File: src/rtl/load_store_unit.sv
// load_store_unit: one load or store per request on a req/ack data-memory port, with lane
// steering, byte enables and load extension. Define LSU_TIMEOUT_EN to abort unacknowledged requests.
module load_store_unit #(
   parameter int unsigned DATA_WIDTH     = 32,
   parameter int unsigned TIMEOUT_CYCLES = 16
) (
   input  logic                  clk,
   input  logic                  rstN,
   input  logic                  start,
   input  logic                  memRead,
   input  logic                  memWrite,
   input  logic [2:0]            funct3,
   input  logic [DATA_WIDTH-1:0] addr,
   input  logic [DATA_WIDTH-1:0] store_data,
   output logic                  busy,
   output logic                  done,
   output logic [DATA_WIDTH-1:0] load_data,
   output logic                  error,
   output logic                  mem_req,
   output logic                  mem_we,
   output logic [DATA_WIDTH-1:0] mem_addr,
   output logic [DATA_WIDTH-1:0] mem_wdata,
   output logic [3:0]            mem_be,
   input  logic                  mem_ack,
   input  logic [DATA_WIDTH-1:0] mem_rdata
);

   if (DATA_WIDTH != 32) begin : g_bad_width
      $error("load_store_unit supports DATA_WIDTH == 32 only");
   end
   if (TIMEOUT_CYCLES == 0) begin : g_bad_timeout
      $error("TIMEOUT_CYCLES must be at least 1");
   end

   typedef enum logic [1:0] {StIdle, StReq, StFin} state_e;

   state_e      state_q, state_d;
   logic [31:0] addr_q, addr_d;
   logic [31:0] wdata_q, wdata_d;
   logic [31:0] load_q, load_d;
   logic [3:0]  be_q, be_d;
   logic [2:0]  funct3_q, funct3_d;
   logic        we_q, we_d;
   logic        err_q, err_d;

   logic        f3_legal, aligned;
   logic [3:0]  st_be;
   logic [31:0] st_wdata, ld_ext;
   logic [7:0]  lane_b;
   logic [15:0] lane_h;

`ifdef LSU_TIMEOUT_EN
   localparam int unsigned CntW = $clog2(TIMEOUT_CYCLES + 1);
   logic [CntW-1:0] cnt_q, cnt_d;
`endif

   // Request decode; a request with both or neither direction set is illegal.
   always_comb begin
      f3_legal = 1'b0;
      if (memRead && !memWrite) begin
         f3_legal = (funct3 inside {3'b000, 3'b001, 3'b010, 3'b100, 3'b101});
      end else if (memWrite && !memRead) begin
         f3_legal = !funct3[2] && (funct3[1:0] != 2'b11);
      end
      case (funct3[1:0])
         2'b01:   aligned = !addr[0];
         2'b10:   aligned = (addr[1:0] == 2'b00);
         default: aligned = 1'b1;
      endcase
   end

   always_comb begin
      st_be    = 4'b1111;
      st_wdata = store_data;
      if (memWrite) begin
         case (funct3[1:0])
            2'b00: begin
               st_wdata = {4{store_data[7:0]}};
               st_be    = 4'b0001 << addr[1:0];
            end
            2'b01: begin
               st_wdata = {2{store_data[15:0]}};
               st_be    = addr[1] ? 4'b1100 : 4'b0011;
            end
            default: ;
         endcase
      end
   end

   always_comb begin
      lane_b = mem_rdata[{addr_q[1:0], 3'b000} +: 8];
      lane_h = mem_rdata[{addr_q[1], 4'b0000} +: 16];
      case (funct3_q)
         3'b000:  ld_ext = {{24{lane_b[7]}}, lane_b};
         3'b001:  ld_ext = {{16{lane_h[15]}}, lane_h};
         3'b100:  ld_ext = {24'h0, lane_b};
         3'b101:  ld_ext = {16'h0, lane_h};
         default: ld_ext = mem_rdata;
      endcase
   end

   always_ff @(posedge clk or negedge rstN) begin
      if (!rstN) begin
         state_q <= StIdle;
      end else begin
         state_q <= state_d;
      end
   end

   always_comb begin
      state_d  = state_q;
      addr_d   = addr_q;
      wdata_d  = wdata_q;
      load_d   = load_q;
      be_d     = be_q;
      funct3_d = funct3_q;
      we_d     = we_q;
      err_d    = err_q;
`ifdef LSU_TIMEOUT_EN
      cnt_d    = cnt_q;
`endif
      unique case (state_q)
         StIdle: begin
            if (start) begin
               if (f3_legal && aligned) begin
                  addr_d   = addr;
                  wdata_d  = st_wdata;
                  be_d     = st_be;
                  funct3_d = funct3;
                  we_d     = memWrite;
                  err_d    = 1'b0;
                  state_d  = StReq;
`ifdef LSU_TIMEOUT_EN
                  cnt_d    = '0;
`endif
               end else begin
                  err_d   = 1'b1;
                  state_d = StFin;
               end
            end
         end
         StReq: begin
            if (mem_ack) begin
               if (!we_q) load_d = ld_ext;
               err_d   = 1'b0;
               state_d = StFin;
`ifdef LSU_TIMEOUT_EN
            end else if (cnt_q == CntW'(TIMEOUT_CYCLES - 1)) begin
               err_d   = 1'b1;
               state_d = StFin;
            end else begin
               cnt_d = cnt_q + CntW'(1);
`endif
            end
         end
         StFin:   state_d = StIdle;
         default: state_d = StIdle;
      endcase
   end

   always_ff @(posedge clk or negedge rstN) begin
      if (!rstN) begin
         addr_q   <= '0;
         wdata_q  <= '0;
         load_q   <= '0;
         be_q     <= '0;
         funct3_q <= '0;
         we_q     <= 1'b0;
         err_q    <= 1'b0;
`ifdef LSU_TIMEOUT_EN
         cnt_q    <= '0;
`endif
      end else begin
         addr_q   <= addr_d;
         wdata_q  <= wdata_d;
         load_q   <= load_d;
         be_q     <= be_d;
         funct3_q <= funct3_d;
         we_q     <= we_d;
         err_q    <= err_d;
`ifdef LSU_TIMEOUT_EN
         cnt_q    <= cnt_d;
`endif
      end
   end

   always_comb begin
      busy    = (state_q != StIdle);
      mem_req = (state_q == StReq);
      done    = (state_q == StFin);
      error   = (state_q == StFin) && err_q;
   end

   assign mem_addr  = {addr_q[31:2], 2'b00};
   assign mem_we    = we_q;
   assign mem_be    = be_q;
   assign mem_wdata = wdata_q;
   assign load_data = load_q;

endmodule

File: config.mk
export PLATFORM = sky130hd
export DESIGN_NAME = load_store_unit
export DESIGN_NICKNAME = d
export VERILOG_FILES = /design/src/rtl/load_store_unit.sv
export SDC_FILE = /design/constraint.sdc
export NUM_CORES = 1
export LEC_CHECK = 0
export ABC_AREA = 1
export CORE_MARGIN = 2
export CORE_UTILIZATION = 49
export DETAILED_ROUTE_END_ITERATION = 10
export GPL_TIMING_DRIVEN = 0
export PLACE_DENSITY = 0.92
export SETUP_SLACK_MARGIN = 0.5
export SLEW_MARGIN = 20
export SYNTH_ARGS = -nofsm -noshare
export SYNTH_HDL_FRONTEND = slang
export SYNTH_SLANG_ARGS = --single-unit
File: constraint.sdc
create_clock -name clk -period 3.7 [get_ports clk]
set_clock_uncertainty 0.2 [all_clocks]
set_input_delay 0.555 -clock clk [delete_from_list [all_inputs] [get_ports clk]]
set_output_delay 0.555 -clock clk [all_outputs]
set_load 0.005 [all_outputs]
---- Yosys cells after proc, flatten, opt, wreduce, memory -nomap -nowiden ----
Cells that the tools add are included.
operators by class
  add/subtract/negate cells ............... 0
  multipliers ............................. 0
  div/mod/pow operators ................... 0
  order comparisons ....................... 0
  eq/ne operators ......................... 14
  shift-type cells ........................ 3
  mux-type cells .......................... 17
  bitwise operators ....................... 1
  reductions and logical operators ........ 21
operators with widths
  kind                                                  number
  case mux 32 bit (4 select lines)                      1
  case mux 32 bit (2 select lines)                      1
  two-way mux 32 bit                                    1
  indexed part select 32 x 6 -> 16 bit                  1
  indexed part select 32 x 6 -> 8 bit                   1
  equality test 3 bit (second input constant)           4
  AND reduction 3 bit                                   3
  two-way mux 4 bit                                     2
  case mux 4 bit (2 select lines)                       1
  equality test 3 x 1 -> 1 bit (second input constant)  2
  logical NOT 2 bit                                     3
  logical NOT 3 bit                                     2
  two-way mux 2 bit                                     3
  logical AND 1 bit                                     5
  two-way mux 1 bit                                     5
  nonzero test 5 bit                                    1
  equality test 2 x 1 -> 1 bit (second input constant)  2
  equality test 2 bit (second input constant)           2
  logical NOT 1 bit                                     4
  inequality test 2 bit (second input constant)         2
  case mux 1 bit (2 select lines)                       2
  case mux 2 bit (2 select lines)                       1
  nonzero test 2 bit                                    2
  << shifter 1 x 2 -> 4 bit (first input constant)      1
  4 further kinds                                       4
word-level totals
  register bits after elaboration ......... 107
  bits in latches ......................... 0
  memory bits (writable) .................. 0
  bits in read-only memories .............. 0
  input bits .............................. 105
  output and inout port bits .............. 105
  word-level logic and storage cells ...... 64
  memories kept ........................... 0

---- Longest topological paths before layout ----
Gate-level depths: netlist of run 1.
  depth in word-level cells ............... 8
  depth in mapped cells ................... 11
  depth with buffers taken out ............ 10

---- Worst setup path before layout of run 1 ----
OpenSTA, ideal clock, no wires.
  path kind ............................... input to register
  start point ............................. in funct3[0]
  end point ............................... reg addr_q[0]
  library setup time ...................... 0.130 ns
  arrival time ............................ 1.678 ns
  data required time ...................... 3.370 ns
  slack ................................... 1.692 ns
  stages on the path ...................... 9
  path buffers ............................ 1
  path through ............................ inv_1 -> ha_1 -> nor2_4 -> nand2_1 -> nand2_1 -> nand2_1 -> nand3_2 -> clkbuf_1 -> o21ai_1
on the way
  cells in the longest elaborated chain, start to end .. 6
  elaborated cells between the ends (all ways) .. 15
  classes of those cells .................. eq/ne: 7; mux: 3; reduce/logical: 5
ends and longest elaborated chain
  what                                    line  RTL
  start: declaration                      12    input logic [2:0] funct3,
  inequality test 2 bit                   63    f3_legal = !funct3[2] && (funct3[1:0] != 2'b11);
  logical AND 1 bit                       63
  two-way mux 1 bit                       62    end else if (memWrite && !memRead) begin
  two-way mux 1 bit                       60    if (memRead && !memWrite) begin
  logical AND 1 bit *                     125   if (f3_legal && aligned) begin
  AND reduction 3 bit (no source line) *  -
  end signal: assignment                  174   addr_q <= addr_d;
  end: declaration                        38    logic [31:0] addr_q, addr_d;
Every way passes the cells marked *; elsewhere a longest branch is shown, timed or not.
A chain may end at the register's enable or synchronous reset.

---- Worst setup path in the final report of run 1 ----
  start point ............................. in funct3[0]
  end point ............................... reg wdata_q[31] (netlist: mem_wdata[31])
on the way
  cells in the longest elaborated chain, start to end .. 6
  elaborated cells between the ends (all ways) .. 18
  classes of those cells .................. eq/ne: 7; mux: 5; reduce/logical: 6
ends and longest elaborated chain
  what                                  line  RTL
  inequality test 2 bit                 63
  logical AND 1 bit                     63
  two-way mux 1 bit                     62
  two-way mux 1 bit                     60
  logical AND 1 bit                     125
  AND reduction 3 bit (no source line)  -
  end signal: assignment                175   wdata_q <= wdata_d;
  end: declaration                      39    logic [31:0] wdata_q, wdata_d;
Parallel ways exist; a longest one is shown, timed or not.

==> flow_summary.toml, run 1 <==
[route]
vias = 6154
vias_per_cell = 5.02
drt-pass1-iter-count = 5
routed_wl_um = 18000
drc = 0
drt_first_iter_violations = 431
routedWlPerCell_um = 14.7
ant_nets = 0

[power_and_ir_drop]
power_switching_share = 0.339
p_comb_frac = 0.461
intPower_mw = 3.53
power.switching_mw = 1.81
peakVddDrop_v = 0.000374
power_frac_seq = 0.358
p_leak_nw = 4.59
design_power_total_mw = 5.34
clkPwrFrac = 0.182
p_per_area_nw_per_um2 = 623

[clock_tree]
cts_setup_buffers = 0
clk_root_buffer_cell = "clkbuf_16"
numClockSinks = 107
path_clk_slew_ns = 0.07
hold_buffers = 1
post_cts_resize_count = 0
cts_inserted_buffers = 9
htreeDepth = 3
cts_tree = "built"
cts_buffer_depth = 2
clk_latency_ns = 0.35

[placement]
gp_congestion = 0.898
place_hpwl_um = 13600
dp_slack_ns = 0.830
port_buffers = 207

[die]
core_um2 = 12000
die_area_um2 = 13100
ioPinCount = 210
start_util = 0.499
die_y_um = 114
placementRows = 40
die_width_um = 114

[timing]
setup_viol = 0
fmaxAchievable_ghz = 0.387
rsz0062_at_grt = "no"
layout_setup_ws_ns = 1.12
finalMaxSlewViolations = 0
fin_tns_setup_ns = 0
finalHoldViolCount = 0
fin_crit_ns = 2.58
hold_slack_ns = 0.284
fin_crit_sh = 0.699

[worst_setup_path]
crit_path_frequent_cell = "nand2_1"
start_kind = "input port"
critPathTopFamily = "buffers and inverters"
critPathMaxFanout = 10
slowest_delay_ns = 0.52
worstReg2RegStart = "funct3_q[1]$_DFFE_PN0P_"
cp-startpoint = "funct3[0]"
worstPathArrival_ns = 2.60
crit_slowest_cell = "clkdlybuf4s50_1"
path_buf_inv = 3
crit_path_end_kind = "register"
crit_type = "input port to register"
required_ns = 3.71
path_cells = "clkdlybuf4s50_1, inv_1, ha_1, nor2_4, nand2_1, nand2_1, nand2_1, nand3_2, clkbuf_1, o21ai_1"

[status]
outcome = "finished clean"

[global_route]
grt-ovfl-total = 0
grt_pass1_wl_um = 28400
grt_util_all_layers = 0.277
grt_pass1_vias = 5920
antenna_found_initial = 0
grt_max_degree = 75

[min_path]
min_path_type = "register to register"
worstHoldStart = "load_data[4]$_DFFE_PN0P_"

[synth]
synth_seq_cells = 107
synthAdderAreaFrac = 0.00839
synthXorXnorAreaFrac = 0
synth_cell_type_count = 27
synthMuxAreaShare = 0
synth.yosys.seq_area_share = 0.449
synthCells = 854
avgSynthCellArea_um2 = 6.99
synth_top_family_by_area = "simple AND/OR/NAND/NOR gates"
yosys_warnings = 0
synth_simple_gate_area_frac = 0.337
netlist_area_um2 = 5970
synth-compound-area-share = 0.0721

[cells_and_area]
mostFrequentLayoutCells = "nand2_1 (399), clkdlybuf4s50_1 (206), dfrtp_1 (107)"
drive_above_1_share = 0.0898
utilization = 0.717
nFillCells = 959
area_growth_pct = 43.7
diodes = 0
final_common_cell = "nand2_1"
fin_nets = 1184

[flow_run]
max_cap_violations = 0
[final timing paths]
check / to / slack (ns) / cells past startpoint
min in group asynchronous: load_data[6]$_DFFE_PN0P_ / 0.46 / 2
setup reg to reg: load_data[9]$_DFFE_PN0P_ / 1.90 / 9
hold / removal: load_data[4]$_DFFE_PN0P_ / 0.28 / 2
setup / recovery: mem_wdata[31]$_DFFE_PN0P_ / 1.12 / 10
max in group asynchronous: mem_wdata[1]$_DFFE_PN0P_ / 2.18 / 3
hold reg to reg: load_data[4]$_DFFE_PN0P_ / 0.28 / 2
[power groups by stage]
stage / logic (mW) / clock network, mW / registers (mW)
finish: 2.46 / 0.969 / 1.91
CTS: 2.47 / 0.987 / 1.91
global route: 2.70 / 1.04 / 1.96
floorplan: 1.11 / 0 / 1.90
global placement: 2.38 / 0 / 1.91
detailed placement: 2.45 / 0 / 1.91
[synthesized netlist by cell type, drive strengths merged]
cell type	number	area [um^2]
nand3	47	240
o21ai	46	230
ha	4	50.1
nor3	1	5.00
nand2	399	1500
or2	16	100
dfrtp	107	2680
clkbuf	15	57.6
a21oi	37	185
inv	81	304
a22oi	1	7.51
conb	1	3.75
o31ai	1	7.51
buf	59	432
nor2	37	149
nand3b	2	18.8
[flip-flops by register name, summed over array words and instances, names as in the netlist]
name / cells
state_q: 2
addr_q: 32
mem_we: 1
mem_wdata: 32
load_data: 32
mem_be: 4
err_q: 1
funct3_q: 3
[cells by family after synthesis]
kind of cell | Yosys count
AO/OA/AOI/OAI | 85
adder cells (fa/ha/maj) | 4
buffers and inverters | 155
flip-flops | 107
other | 1
AND/OR/NAND/NOR | 502
[metal layers]
metal	vias up	wire length (um)	GRT usage
li1	3009	-	-
met1	2828	7230	0.323
met2	282	8850	0.493
met3	35	1550	0.0731
met4	0	364	0.0951
met5	-	0	0
[worst reg2reg max path: cells and delay by family (launching register included)]
kind / cells / cell delay (ns)
buffers and inverters: 3 / 0.62
AND/OR/NAND/NOR: 6 / 0.56
flip-flops: 1 / 0.36
[stage by stage]
stage | area (um^2) | cells
after floorplan | 5970 | 855
after global placement | 8230 | 1209
after detailed placement | 8250 | 1210
after CTS | 8570 | 1227
after global routing | 8570 | 1227
final | 8570 | 1227
[area by class of cell]
cell class	instances	area, um^2	area share
buffer	74	489	0.0571
clock inverter	7	82.6	0.00963
timing repair buffer	209	2110	0.246
sequential	107	2680	0.312
clock buffer	9	225	0.0263
multi-input combinational	593	2500	0.291
inverter	81	304	0.0355
tap	147	184	0.0215
Note: power is estimated with default switching activity, not from simulation.
==> run 2, diff against run 1 <==
CORE_UTILIZATION = 46   (was 49)
PLACE_DENSITY = 0.88   (was 0.92)
clock period = 2.5 ns   (was 3.7 ns; I/O delays follow)
==> flow_summary.toml, run 2 (synthesis results as in run 1) <==
[cells_and_area]
drive_above_1_share = 0.102
multiInputGateArea_um2 = 2540
area_growth_pct = 46.5
nFillCells = 1075
seq_area_um2 = 2680
utilization = 0.693
layout.cells.non_filler = 1257
diodes = 0
mostFrequentLayoutCells = "nand2_1 (399), clkdlybuf4s50_1 (201), dfrtp_1 (107)"
final_common_cell = "nand2_1"
fin_nets = 1189

[clock_tree]
htreeDepth = 3
cts_inserted_buffers = 9
clk_root_buffer_cell = "clkbuf_16"
cts_buffer_depth = 2
numClockSinks = 107
cts_tree = "built"
clk_latency_ns = 0.36
path_clk_slew_ns = 0.07

[timing]
setup_viol = 0
fin_crit_ns = 1.96
fin_crit_sh = 0.785
fmaxAchievable_ghz = 0.510
finalHoldViolCount = 0
rsz0062_at_grt = "no"
finalMaxSlewViolations = 0

[placement]
dp.cells = 1235
port_buffers = 207
gp_congestion = 0.923
place_hpwl_um = 13700

[die]
core_um2 = 12600
start_util = 0.473
die_width_um = 118
ioPinCount = 210
die_area_um2 = 13900
die_y_um = 118
placementRows = 41

[power_and_ir_drop]
p_per_area_nw_per_um2 = 926
design_power_total_mw = 8.09
peakVddDrop_v = 0.000653
p_comb_frac = 0.453
intPower_mw = 5.44
p_leak_nw = 4.69
clkPwrFrac = 0.200
power.switching_mw = 2.65
power_switching_share = 0.328
power_frac_seq = 0.347

[worst_setup_path]
required_ns = 1.92
critPathMaxFanout = 4
crit_path_end_kind = "output pin"
cp-startpoint = "state_q[0]$_DFFE_PN0P_"
worstReg2RegStart = "state_q[1]$_DFFE_PN0P_"
start_kind = "register"
worstPathArrival_ns = 1.39
crit_type = "register to output pin"

[min_path]
worstHoldStart = "load_data[0]$_DFFE_PN0P_"
min_path_type = "register to register"

[global_route]
grt_pass1_vias = 5976
grt-ovfl-total = 0
grt_max_degree = 67
grt_use_met1 = 0.313
grt_util_all_layers = 0.269
busiest_layer = "met2"
grt.met2_usage = 0.460
grt_pass1_wl_um = 29600
use_met3 = 0.0775
antenna_found_initial = 0

[route]
ant_nets = 0
drc = 0
routed_wl_um = 18600
drt-pass1-iter-count = 5
vias_per_cell = 4.97
routedWlPerCell_um = 14.8
drt_first_iter_violations = 590
vias = 6242

[flow_run]
max_cap_violations = 0

[status]
outcome = "finished clean"
run 2: power groups by stage:
stage,sequential [mW],clock (mW),combinational (mW)
finish,2.81,1.62,3.66
global placement,2.82,0,3.54
detailed placement,2.82,0,3.63
global route,2.91,1.71,4.03
floorplan,2.81,0,1.64
CTS,2.81,1.63,3.68
run 2: stage by stage:
| step | cell area, um^2 | hold slack (ns) | TNS [ns] | worst slack [ns] |
|---|---|---|---|---|
| 6_report | 8740 | 0.277 | 0 | 0.538 |
| 5_1_grt | 8740 | 0.297 | 0 | 0.475 |
| 4_1_cts | 8720 | 0.283 | 0 | 0.523 |
| 3_5_place_dp | 8290 | 0.118 | -8.93 | -0.220 |
| 3_3_place_gp | 8260 | 0.261 | -349.43 | -3.22 |
| 2_1_floorplan | 5970 | -0.121 | 0 | 0.672 |
run 2: repair_timing:
action | in CTS | in global routing
hold buffers | 1 | 0
gates resized for setup | 15 | 7
cloned | 1 | 0
buffers inserted | 3 | 1
endpoints found under the hold margin | 41 | 0
pin swaps | 1 | 0
endpoints found under the setup margin | 76 | 42
run 2: final timing paths:
kind	to	slack, ns	cells after the start
worst min register to register	load_data[0]$_DFFE_PN0P_	0.28	2
max in group asynchronous	addr_q[6]$_DFFE_PN0P_	1.18	3
worst max-delay path	busy	0.54	3
min in group asynchronous	load_data[6]$_DFFE_PN0P_	0.30	2
worst max register to register	load_data[29]$_DFFE_PN0P_	0.68	8
worst min-delay path	load_data[0]$_DFFE_PN0P_	0.28	2
run 2: metal layers:
metal,routed length [um],share of wire
met1,7160,0.39
met4,604,0.032
met5,0,0
met2,9090,0.49
met3,1740,0.093
run 2: final cells by class:
type	count	share of cell area
Tap cell	172	0.0246
Clock buffer	10	0.0273
Multi-Input combinational cell	593	0.290
Inverter	81	0.0351
Buffer	74	0.0574
Timing Repair Buffer	214	0.248
Clock inverter	6	0.0107
Sequential cell	107	0.306
run 2: worst max-delay path, cell delays in order (launching register included):
cell             delay, ns
dfrtp_1               0.39
inv_2                 0.07
nand2_1               0.07
clkdlybuf4s50_1       0.50
